<file path="src/rtl/key_space_dispatcher.sv">
// Purpose : hands fixed-size key chunks to idle RC4 search cores round-robin, collects found reports, broadcasts halt.
// Latency : start is registered, so the first grant follows the start edge by two clocks; later grants are one clock after core_req is sampled.
// Backpressure: a chunk is only issued to a core that holds core_req high; without requesters the next chunk simply waits.
//
// Ports:
//   clock, reset            - single clock, synchronous active-high reset
//   start                   - one-cycle pulse, honoured in IDLE only
//   core_req / core_found   - per-core idle level / per-core found pulse
//   core_key                - per-core candidate key, slice [i*KEY_WIDTH +: KEY_WIDTH]
//   core_grant              - one-hot grant pulse, with grant_base / grant_last describing the chunk
//   halt, found, not_found  - sticky terminal status until reset
//   found_key               - winning key (zero unless found)
//   busy                    - search in progress (dispatching or draining)
module key_space_dispatcher #(
  parameter int                   NUM_CORES  = 4,
  parameter int                   KEY_WIDTH  = 24,
  parameter int                   CHUNK_BITS = 16,
  parameter logic [KEY_WIDTH-1:0] MIN_KEY    = 24'h00_00_00,
  parameter logic [KEY_WIDTH-1:0] MAX_KEY    = 24'h3F_FF_FF
) (
  input  logic                           clock,
  input  logic                           reset,
  input  logic                           start,
  input  logic [NUM_CORES-1:0]           core_req,
  input  logic [NUM_CORES-1:0]           core_found,
  input  logic [NUM_CORES*KEY_WIDTH-1:0] core_key,
  output logic [NUM_CORES-1:0]           core_grant,
  output logic [KEY_WIDTH-1:0]           grant_base,
  output logic [KEY_WIDTH-1:0]           grant_last,
  output logic                           halt,
  output logic                           found,
  output logic                           not_found,
  output logic [KEY_WIDTH-1:0]           found_key,
  output logic                           busy
);

  localparam int PW = (NUM_CORES > 1) ? $clog2(NUM_CORES) : 1;

  // Key arithmetic is one bit wider than the key so that stepping past the
  // top of the key space shows up as a carry rather than a wrap to zero.
  localparam logic [KEY_WIDTH:0] LP_CHUNK = (KEY_WIDTH+1)'(1) << CHUNK_BITS;
  localparam logic [KEY_WIDTH:0] LP_MAX   = {1'b0, MAX_KEY};
  localparam logic [KEY_WIDTH:0] LP_MIN   = {1'b0, MIN_KEY};

  typedef enum logic [2:0] {
    S_IDLE,
    S_DISPATCH,
    S_DRAIN,
    S_DONE_FOUND,
    S_DONE_EMPTY
  } state_t;

  state_t                 r_state;
  logic                   r_start;
  logic [KEY_WIDTH:0]     r_next_base;
  logic [PW-1:0]          r_rr_ptr;
  logic [NUM_CORES-1:0]   r_core_grant;
  logic [KEY_WIDTH-1:0]   r_grant_base;
  logic [KEY_WIDTH-1:0]   r_grant_last;
  logic                   r_halt;
  logic                   r_found;
  logic                   r_not_found;
  logic [KEY_WIDTH-1:0]   r_found_key;
  logic                   r_busy;

  logic [NUM_CORES-1:0]   w_req_eff;
  logic                   w_gnt_vld;
  logic [PW-1:0]          w_gnt_idx;
  logic [NUM_CORES-1:0]   w_gnt_onehot;
  logic [PW-1:0]          w_rr_next;
  logic                   w_fnd_any;
  logic [KEY_WIDTH-1:0]   w_fnd_key;
  logic [KEY_WIDTH:0]     w_chunk_end;
  logic [KEY_WIDTH:0]     w_base_sum;
  logic [KEY_WIDTH-1:0]   w_last;
  logic                   w_exhaust;

  // A core granted last cycle still shows its old request for one cycle
  // (it drops req one clock after seeing the grant), so hide it.
  assign w_req_eff = core_req & ~r_core_grant;

  // Round-robin: first effective requester at or after r_rr_ptr, cyclic.
  always_comb begin : p_arb
    int v_idx;
    v_idx     = 0;
    w_gnt_vld = 1'b0;
    w_gnt_idx = '0;
    for (int k = 0; k < NUM_CORES; k++) begin
      v_idx = (int'(r_rr_ptr) + k) % NUM_CORES;
      if (!w_gnt_vld && w_req_eff[PW'(v_idx)]) begin
        w_gnt_vld = 1'b1;
        w_gnt_idx = PW'(v_idx);
      end
    end
  end

  assign w_gnt_onehot = NUM_CORES'(1) << w_gnt_idx;
  assign w_rr_next    = (w_gnt_idx == PW'(NUM_CORES - 1)) ? '0 : w_gnt_idx + PW'(1);

  // Lowest-index found report wins: scan downwards so the last hit is the lowest.
  always_comb begin
    w_fnd_key = '0;
    for (int i = NUM_CORES - 1; i >= 0; i--) begin
      if (core_found[i]) begin
        w_fnd_key = core_key[i*KEY_WIDTH +: KEY_WIDTH];
      end
    end
  end

  assign w_fnd_any = |core_found;

  // Chunk bounds; the last chunk is clipped to MAX_KEY. r_next_base never
  // exceeds MAX_KEY while dispatching, so the clipped value fits the key width.
  assign w_chunk_end = r_next_base + (LP_CHUNK - (KEY_WIDTH+1)'(1));
  assign w_last      = (w_chunk_end > LP_MAX) ? MAX_KEY : w_chunk_end[KEY_WIDTH-1:0];
  assign w_base_sum  = r_next_base + LP_CHUNK;
  assign w_exhaust   = (w_base_sum > LP_MAX);

  always_ff @(posedge clock) begin
    if (reset) begin
      r_state      <= S_IDLE;
      r_start      <= 1'b0;
      r_next_base  <= '0;
      r_rr_ptr     <= '0;
      r_core_grant <= '0;
      r_grant_base <= '0;
      r_grant_last <= '0;
      r_halt       <= 1'b0;
      r_found      <= 1'b0;
      r_not_found  <= 1'b0;
      r_found_key  <= '0;
      r_busy       <= 1'b0;
    end else begin
      r_start      <= start;
      r_core_grant <= '0;
      case (r_state)
        S_IDLE: begin
          if (r_start) begin
            r_state     <= S_DISPATCH;
            r_next_base <= LP_MIN;
            r_rr_ptr    <= '0;
            r_busy      <= 1'b1;
          end
        end

        S_DISPATCH: begin
          // A found report pre-empts any grant pending in the same cycle.
          if (w_fnd_any) begin
            r_state     <= S_DONE_FOUND;
            r_halt      <= 1'b1;
            r_found     <= 1'b1;
            r_found_key <= w_fnd_key;
            r_busy      <= 1'b0;
          end else if (w_gnt_vld) begin
            r_core_grant <= w_gnt_onehot;
            r_grant_base <= r_next_base[KEY_WIDTH-1:0];
            r_grant_last <= w_last;
            r_next_base  <= w_base_sum;
            r_rr_ptr     <= w_rr_next;
            if (w_exhaust) begin
              r_state <= S_DRAIN;
            end
          end
        end

        S_DRAIN: begin
          // Cores may still be searching their last chunks; wait until every
          // core is back to requesting before declaring the range exhausted.
          if (w_fnd_any) begin
            r_state     <= S_DONE_FOUND;
            r_halt      <= 1'b1;
            r_found     <= 1'b1;
            r_found_key <= w_fnd_key;
            r_busy      <= 1'b0;
          end else if (&core_req) begin
            r_state     <= S_DONE_EMPTY;
            r_halt      <= 1'b1;
            r_not_found <= 1'b1;
            r_busy      <= 1'b0;
          end
        end

        default: begin
          // DONE_FOUND / DONE_EMPTY are terminal until reset.
        end
      endcase
    end
  end

  assign core_grant = r_core_grant;
  assign grant_base = r_grant_base;
  assign grant_last = r_grant_last;
  assign halt       = r_halt;
  assign found      = r_found;
  assign not_found  = r_not_found;
  assign found_key  = r_found_key;
  assign busy       = r_busy;

endmodule

</file>
<file path="config.mk">
export PLATFORM = sky130hd
export DESIGN_NAME = key_space_dispatcher
export DESIGN_NICKNAME = d
export VERILOG_FILES = /design/src/rtl/key_space_dispatcher.sv
export SDC_FILE = /design/constraint.sdc
export NUM_CORES = 1
export LEC_CHECK = 0
export BUFFER_PORTS_ARGS = -buffer_cell sky130_fd_sc_hd__buf_2
export CORE_ASPECT_RATIO = 1.1
export CORE_MARGIN = 10
export CORE_UTILIZATION = 40
export CTS_CLUSTER_DIAMETER = 120
export DETAILED_ROUTE_END_ITERATION = 12
export PLACE_DENSITY = 0.76
export SLEW_MARGIN = 20
export SYNTH_ARGS = -nofsm -noshare
export SYNTH_HDL_FRONTEND = slang
export SYNTH_SLANG_ARGS = --single-unit
</file>
<file path="constraint.sdc">
create_clock -name clock -period 6.75 [get_ports clock]
set_input_delay 2.025 -clock clock [delete_from_list [all_inputs] [get_ports clock]]
set_output_delay 2.025 -clock clock [all_outputs]
set_load 0.1 [all_outputs]
</file>
==> impl_metrics.py, run 1 <==
metrics = {
    "outcome": {
        "status": "finished, final reports clean",
    },
    "timing": {
        "fin_crit_sh_pct": 57.86,
        "hold_slack_ps": 459.7,
        "finalSetupViolations": 0,
        "hold_viol": 0,
        "worst_pin_slew_ps": 926.8,
        "rsz0062_at_grt": "no",
        "relSlewSlack_pct": 38.06,
        "timing.setup.tns_ps": 0,
        "finalCriticalPeriod_ps": 3906,
        "maxSlewViolCount": 0,
        "fmax_ghz": 0.2560,
        "finalClockSkew_ps": 8.584,
    },
    "place": {
        "gp_congestion": 0.8664,
        "placed_area_sq_um": 4214,
        "dpl.hpwl_mm": 8.871,
        "post-place-cells": 677,
        "port_buffers": 170,
    },
    "floorplan": {
        "core-area_sq_um": 8496,
        "dieHeight_um": 118.4,
        "dieWidth_um": 109.5,
        "start_util_pct": 41.44,
        "ios": 187,
        "row_count": 35,
        "die-area_sq_um": 12960,
    },
    "layout": {
        "nNetsFinal": 686,
        "fillers": 842,
        "drive_above_1_share_pct": 34.36,
        "area_growth_pct": 25.48,
        "antennaDiodeCount": 0,
        "finalNonFillerCells": 693,
        "final_area_sq_um": 4418,
    },
    "synthesis": {
        "synth_compound_area_share_pct": 25.27,
        "async_flop_share_pct": 0,
        "ys_ff_latch": 64,
        "yosys.area.top_type": "dfxtp_1",
        "synthCells": 445,
        "synth_top_area_share_pct": 36.39,
        "synthSimpleGateAreaFrac_pct": 25.44,
        "avgSynthCellArea_sq_um": 7.912,
        "synth_area_sq_um": 3521,
        "synth_edf_count": 0,
        "yosysSeqAreaShare_pct": 36.39,
        "synth_mux_area_share_pct": 0.2843,
        "yosys_warnings": 0,
        "synth_xor_area_share_pct": 0.4975,
        "yosysUniqueCellTypes": 53,
        "yosys.area_share.adder_pct": 0.7107,
        "ys_top_cells_by_area": "dfxtp_1, a21oi_1, buf_4, a211oi_1, a221oi_1",
        "synth_flop_cell": "dfxtp_1",
        "synth_top_family_by_area": "simple AND/OR/NAND/NOR gates",
    },
    "worst_setup_path": {
        "cp-start-kind": "input pin",
        "reg2regPathDepth": 5,
        "cp-end-kind": "flop",
        "critPathArrivalTime_ps": 4150,
        "worstPathRequired_ps": 6990,
        "crit_fanout": 49,
        "critPathKind": "in -> reg",
    },
    "clock_network": {
        "numCtsBuffers": 9,
        "post_cts_buffers": 0,
        "ctsResizeCount": 0,
        "root_buffer": "clkbuf_8",
        "clkSinkCount": 64,
        "postCtsHoldBufs": 0,
        "cts_tree": "built",
        "cts_htree_levels": 3,
        "path_clk_slew_ps": 80,
        "clk_latency_ps": 340,
        "cts.path.max_buffers": 2,
    },
    "detailed_routing": {
        "wl_per_cell_um": 16.08,
        "num_vias": 3644,
        "avgViaCountPerCell": 5.258,
        "drt.antenna.violating_nets": 0,
        "drt_wl_total_mm": 11.14,
        "dr.pass1.iters": 6,
        "drt_iter0_markers": 124,
        "drc_errors": 0,
    },
    "pwr": {
        "peakVddDrop_mv": 0.1523,
        "p_per_area_nw_per_um2": 275.8,
        "power_leakage_nw": 1.956,
    },
    "run": {
        "maxCapViolCount": 0,
    },
    "grt": {
        "track_usage_pct": 16.04,
        "grt_max_degree": 55,
        "antenna_found_initial": 0,
        "grt_pass1_wl_mm": 17.18,
        "gr-total-overflow": 0,
        "grt_pass1_vias": 3520,
    },
    "hold_path": {
        "min_path_cells": 2,
        "hold_path.class": "reg -> reg",
    },
}
[cell usage in the layout (no fill, tap or decap), types with 2 or more instances in the layout]
master      netlist  routed
clkinv_4          0       2
dfxtp_1          64      64
a221oi_1         23      23
and3_1            2       2
or4_1             2       2
nor3_1           34      34
nand4_1           3       3
nand3b_1          2       2
o31ai_1           3       3
nor2_1           46      45
nand2b_1          4       4
a21oi_1          48      48
buf_4            31       2
nor2b_1          31      31
clkbuf_8          0       9
and4_1            3       3
inv_1             6       6
or3_1             3       3
o21ai_0           6       6
o221a_2           2       2
ha_1              2       2
buf_2             3     170
o21a_1            6       6
clkinvlp_4        0       2
nand2_1          27      27
or2_2             2       2
conb_1            1      16
nand3_1           6       6
inv_6             0       2
o22ai_1           3       3
a211oi_1         27      27
[critical path: stages]
cell and delay [ps]:
buf_2 600, nor4_4 180, nand2b_1 240, nor2_4 720, o211ai_1 180, o211a_1 180
[per-stage QoR]
step	total power, mW	utilization, %	setup WS [ps]
floorplan	0.8141	-	3100
global placement	0.8889	49.60	2539
detailed placement	0.8952	49.60	2470
CTS	1.228	52.00	2840
global route	1.274	52.00	2554
finish	1.219	52.00	2844
[cell type report]
class	count	area (sq um)	share of cell area [%]
repair buffers	172	865.8	19.60
flip-flops and latches	64	1281	29.00
clock inverters	7	80.08	1.813
clock buffers	9	123.9	2.804
multi-input cells	324	1906	43.13
well taps	111	138.9	3.144
inverters	6	22.52	0.5098
[flip-flops by register name, summed over array words and instances (netlist names)]
signal	count
grant_base	8
r_rr_ptr	2
grant_last	9
found_key	24
r_next_base	9
busy	1
core_grant	4
halt	1
r_start	1
not_found	1
r_state	3
found	1
[power by group]
group          internal, mW  leakage [nW]  switching [mW]
Clock                 0.174        0.0964           0.160
Combinational        0.0909          1.34           0.361
Sequential            0.409         0.523          0.0237
Total                 0.674          1.96           0.545
[path summary, 6_finish.rpt]
| check | from | to | slack [ps] |
|---|---|---|---|
| worst max-delay path | core_found[0] | found_key[14] | 2840 |
| worst min-delay path | grant_base[17] | grant_base[17] | 460 |
| worst max register to register | r_state[0] | found_key[14] | 4630 |
| worst min register to register | grant_base[17] | grant_base[17] | 460 |
[per-layer routing]
| metal | global-route usage, % | wire length (um) | vias up |
|---|---|---|---|
| met5 | 0 | 0 | - |
| met4 | 4.967 | 150 | 0 |
| met3 | 7.011 | 1225 | 12 |
| met2 | 27.01 | 5397 | 158 |
| met1 | 17.55 | 4368 | 1632 |
| li1 | - | - | 1842 |
[synthesized netlist by cell type, drive strengths merged, types with 6 or more instances]
cell / n
a211oi: 27
a21oi: 48
a221oi: 23
buf: 36
clkbuf: 30
dfxtp: 64
inv: 6
nand2: 28
nand3: 7
nor2: 47
nor2b: 31
nor3: 34
o21a: 6
o21ai: 6
[kinds of logic after synthesis]
| kind of cell | Yosys count |
|---|---|
| AO/OA/AOI/OAI | 129 |
| multiplexers | 1 |
| other | 1 |
| buffers and inverters | 72 |
| AND/OR/NAND/NOR | 174 |
| flip-flops | 64 |
| adder cells (fa/ha/maj) | 2 |
| XOR/XNOR | 2 |
(Power assumes the default switching activity.)
==> run 2: changes to the inputs <==
clock period = 3.8 ns   (was 6.75 ns; I/O delays follow)
==> run 2 against run 1 <==
Effect of this change:
- sequential share of layout area shrank 0.43 points
- clock-buffer cell count grew 1
- design area grew 1.5%
- critical endpoint is now r_next_base[23]
- critical path type unchanged
==> impl_metrics.py, run 2 (synthesis gave the netlist of run 1 again) <==
metrics = {
    "worst_setup_path": {
        "worstPathRequired_ps": 4050,
        "critPathArrivalTime_ps": 3130,
        "crit_fanout": 27,
        "cp-end-kind": "flop",
        "critPathKind": "in -> reg",
        "cp-start-kind": "input pin",
    },
    "place": {
        "dpl.hpwl_mm": 9.184,
        "gp_congestion": 0.9336,
        "port_buffers": 170,
        "pre_cts_ws_ps": 576.4,
    },
    "detailed_routing": {
        "drc_errors": 0,
        "avgViaCountPerCell": 5.363,
        "drt_iter0_markers": 128,
        "drt.antenna.violating_nets": 0,
        "drt_wl_total_mm": 11.28,
        "wl_per_cell_um": 16.14,
        "dr.pass1.iters": 4,
        "num_vias": 3749,
    },
    "pwr": {
        "power_leakage_nw": 1.993,
        "peakVddDrop_mv": 0.3163,
        "finalPower_mw": 2.234,
        "p_per_area_nw_per_um2": 498.3,
    },
    "timing": {
        "finalClockSkew_ps": 9.346,
        "relSlewSlack_pct": 53.74,
        "rsz0062_at_grt": "no",
        "hold_viol": 0,
        "worst_pin_slew_ps": 693.2,
        "finalSetupViolations": 0,
        "fin_crit_sh_pct": 75.82,
        "finalCriticalPeriod_ps": 2881,
        "setup_ws_ps": 918.9,
        "hold_slack_ps": 451.3,
        "timing.setup.tns_ps": 0,
        "fmax_ghz": 0.3471,
        "maxSlewViolCount": 0,
    },
    "grt": {
        "grt_pass1_vias": 3737,
        "track_usage_pct": 16.69,
        "antenna_found_initial": 1,
        "gr-total-overflow": 0,
        "grt_pass1_wl_mm": 17.86,
        "grt_max_degree": 49,
    },
    "clock_network": {
        "cts.path.max_buffers": 2,
        "cts_htree_levels": 3,
        "ctsResizeCount": 0,
        "root_buffer": "clkbuf_8",
        "cts_tree": "built",
        "path_clk_slew_ps": 60,
        "postCtsHoldBufs": 0,
        "clkSinkCount": 64,
        "numCtsBuffers": 9,
        "clk_latency_ps": 340,
        "post_cts_buffers": 0,
    },
    "floorplan": {
        "row_count": 35,
        "core-area_sq_um": 8496,
        "start_util_pct": 41.44,
        "dieHeight_um": 118.4,
        "die-area_sq_um": 12960,
        "dieWidth_um": 109.5,
        "ios": 187,
    },
    "layout": {
        "largest_register_ffs": 24,
        "nNetsFinal": 691,
        "final_cell_mix": "buf_2, dfxtp_1, a21oi_1, nor2_1, nor3_1",
        "drive_above_1_share_pct": 34.92,
        "area_growth_pct": 27.36,
        "final_common_cell": "buf_2",
        "fin_util_pct": 52.78,
    },
    "run": {
        "maxCapViolCount": 0,
    },
    "outcome": {
        "status": "finished, final reports clean",
    },
    "hold_path": {
        "hold_path.class": "reg -> reg",
    },
}
==> run 2: cell count changes in the layout (fill, tap and decap cells not counted) <==
cell       before  now
bufinv_16       1    2
buf_4           2    7
diode_2         0    1
clkbuf_8        9   10
inv_6           2    0
==> run 2: critical path, stage by stage <==
cell and delay [ps]:
buf_2 260, nor4_4 550, nand3_2 190, or2_1 470
o21a_1 270, a211oi_1 230
==> run 2: where the power goes <==
part / switching, mW / total, mW / internal [mW]
Sequential: 0.0367 / 0.763 / 0.727
Clock: 0.268 / 0.657 / 0.389
Combinational: 0.646 / 0.814 / 0.168
==> run 2: routing by layer <==
layer / vias up / global-route usage (%) / wire length [um]
li1: 1844 / - / -
met1: 1703 / 17.92 / 4205
met2: 182 / 27.79 / 5488
met3: 20 / 7.609 / 1367
met4: 0 / 6.270 / 218
met5: - / 0 / 0
==> run 2: final timing paths <==
kind,start,end,slack (ps),cells after the start
setup / recovery,core_found[2],r_next_base[23],920,6
hold / removal,grant_base[21],grant_base[21],450,2
setup reg to reg,r_state[0],found_key[13],1730,6
hold reg to reg,grant_base[21],grant_base[21],450,2
==> run 2: metrics by stage <==
step | cells | instance area [sq um]
global placement | 682 | 4252
floorplan | 460 | 3577
finish | 699 | 4484
global route | 699 | 4484
CTS | 698 | 4482
detailed placement | 682 | 4252
==> run 2: layout make-up <==
class                   instances  area [sq um]
inverters                       6         22.52
well taps                     111         138.9
fillers                       849          4011
clock inverters                 6         92.59
clock buffers                  10         137.6
diodes                          1         2.502
repair buffers                177         903.4
flip-flops and latches         64          1281
multi-input cells             324          1906
==> run 3: changes to the inputs <==
PLACE_DENSITY = 0.79   (was 0.76)
clock period = 2.4 ns   (was 3.8 ns; I/O delays follow)
==> run 3 against run 2 <==
Effect of this change:
- first-iteration DRC count rose by 48%
- sequential power grew 59%
- register-to-register slack got worse by 1400 ps
- non-clock buffer count up 5
- core utilization rose by 0.47 points
- global-route usage is 0.18 points lower
- worst setup slack lost 620 ps
- via count decreased by 3.3%
- clock-buffer cell count unchanged
- design area is 0.89% higher
- clock power grew 58%
- critical path type is now reg -> out
- largest cell class unchanged
- largest power group unchanged
==> impl_metrics.py, run 3 (synthesis gave the netlist of run 1 again) <==
metrics = {
    "layout": {
        "largest_register_ffs": 24,
        "fin_util_pct": 53.25,
        "area_growth_pct": 28.50,
        "final_area_sq_um": 4524,
        "final_cell_mix": "buf_2, dfxtp_1, a21oi_1, nor2_1, nor3_1",
        "final_common_cell": "buf_2",
        "drive_above_1_share_pct": 35.81,
        "nNetsFinal": 696,
    },
    "timing": {
        "finalClockSkew_ps": 14.08,
        "rsz0062_at_grt": "no",
        "maxSlewViolCount": 0,
        "fin_crit_sh_pct": 87.59,
        "relSlewSlack_pct": 38.13,
        "hold_slack_ps": 449.4,
        "worst_pin_slew_ps": 925.9,
        "finalCriticalPeriod_ps": 2102,
        "timing.setup.tns_ps": 0,
        "finalSetupViolations": 0,
        "fmax_ghz": 0.4757,
        "hold_viol": 0,
    },
    "outcome": {
        "status": "finished, final reports clean",
    },
    "pwr": {
        "power_leakage_nw": 2.020,
        "peakVddDrop_mv": 0.4065,
        "finalPower_mw": 3.535,
        "p_per_area_nw_per_um2": 781.3,
    },
    "worst_setup_path": {
        "cp-end-kind": "output pin",
        "cp_slowest_cell": "dfxtp_1",
        "critPathArrivalTime_ps": 1380,
        "crit_start": "grant_last[15]",
        "path_cells": "buf_2",
        "crit_fanout": 17,
        "reg2reg_from": "r_state[1]",
        "reg2regPathDepth": 5,
        "r2r_slack_ps": 340,
        "crit_family": "flip-flops",
        "path_buf_inv": 1,
        "r2r-end": "found_key[14]",
        "critPathKind": "reg -> out",
        "worstPathRequired_ps": 1680,
        "critical-path-max-stage-delay_ps": 530,
        "cp-start-kind": "flop",
    },
    "detailed_routing": {
        "drt_wl_total_mm": 11.20,
        "wl_per_cell_um": 15.90,
        "dr.pass1.iters": 4,
        "drc_errors": 0,
        "avgViaCountPerCell": 5.148,
        "drt_iter0_markers": 189,
        "num_vias": 3624,
        "drt.antenna.violating_nets": 0,
    },
    "place": {
        "gp_congestion": 0.8429,
        "dpl.hpwl_mm": 9.163,
        "placed_area_sq_um": 4292,
        "port_buffers": 170,
    },
    "floorplan": {
        "start_util_pct": 41.44,
        "ios": 187,
        "die-area_sq_um": 12960,
        "dieWidth_um": 109.5,
        "core-area_sq_um": 8496,
        "dieHeight_um": 118.4,
        "row_count": 35,
    },
    "run": {
        "maxCapViolCount": 0,
    },
    "clock_network": {
        "post_cts_buffers": 0,
        "clk_latency_ps": 340,
        "clkSinkCount": 64,
        "root_buffer": "clkbuf_8",
        "path_clk_slew_ps": 70,
        "postCtsHoldBufs": 0,
        "ctsResizeCount": 0,
        "numCtsBuffers": 9,
        "cts.path.max_buffers": 2,
        "cts_tree": "built",
        "cts_htree_levels": 3,
    },
    "grt": {
        "antenna_found_initial": 1,
        "grt_max_degree": 50,
        "grt_pass1_wl_mm": 17.73,
        "track_usage_pct": 16.51,
        "use_met1_pct": 18.75,
        "grt_pass1_vias": 3590,
        "gr-total-overflow": 0,
        "use_met3_pct": 7.554,
        "busiest_layer": "met2",
        "grt_use_met2_pct": 27.08,
    },
    "hold_path": {
        "hold_end": "grant_base[23]",
        "min-delay-start": "grant_base[23]",
        "min_path_cells": 2,
        "hold_path.class": "reg -> reg",
    },
}
run 3: changes by cell type in the layout (fill, tap and decap cells not counted), sizes merged:
cell | before | now
buf | 177 | 182
run 3: worst reg2reg max path: stages, from the launching register on:
cell and delay [ps]:
dfxtp_1 550, xor2_1 180, nand2b_1 120, nor2_4 720, o211ai_1 210, o211a_1 190
run 3: worst max-delay path by stage:
stage,slack [ps],cells after the start,to
global placement,110,6,r_next_base[20]
floorplan,10,7,grant_base[17]
global route,80,5,found_key[14]
CTS,270,1,grant_last[5]
detailed placement,20,6,r_next_base[19]
finish,300,1,grant_last[5]
run 3: layer usage:
| metal | vias to the layer above | wire length [um] |
|---|---|---|
| met1 | 1596 | 4375 |
| li1 | 1854 | - |
| met3 | 10 | 1399 |
| met5 | - | 0 |
| met4 | 0 | 99 |
| met2 | 164 | 5322 |
run 3: metrics by stage:
| stage | worst slack, ps | cells |
|---|---|---|
| 2_1_floorplan | 11.92 | 460 |
| 3_3_place_gp | 105.8 | 687 |
| 3_5_place_dp | 18.03 | 687 |
| 4_1_cts | 265.3 | 703 |
| 5_1_grt | 80.59 | 704 |
| 6_report | 297.7 | 704 |
run 3: power breakdown:
| group | internal (mW) | total (mW) | switching [mW] |
|---|---|---|---|
| logic | 0.264 | 1.29 | 1.02 |
| clock network | 0.616 | 1.04 | 0.426 |
| registers | 1.15 | 1.21 | 0.0547 |
run 3: layout make-up:
class	count	area, sq um
Fill cell	849	3971
Clock inverter	6	92.59
Sequential cell	64	1284
Inverter	6	22.52
Timing Repair Buffer	182	940.9
Antenna cell	1	2.502
Multi-Input combinational cell	324	1906
Clock buffer	10	137.6
Tap cell	111	138.9
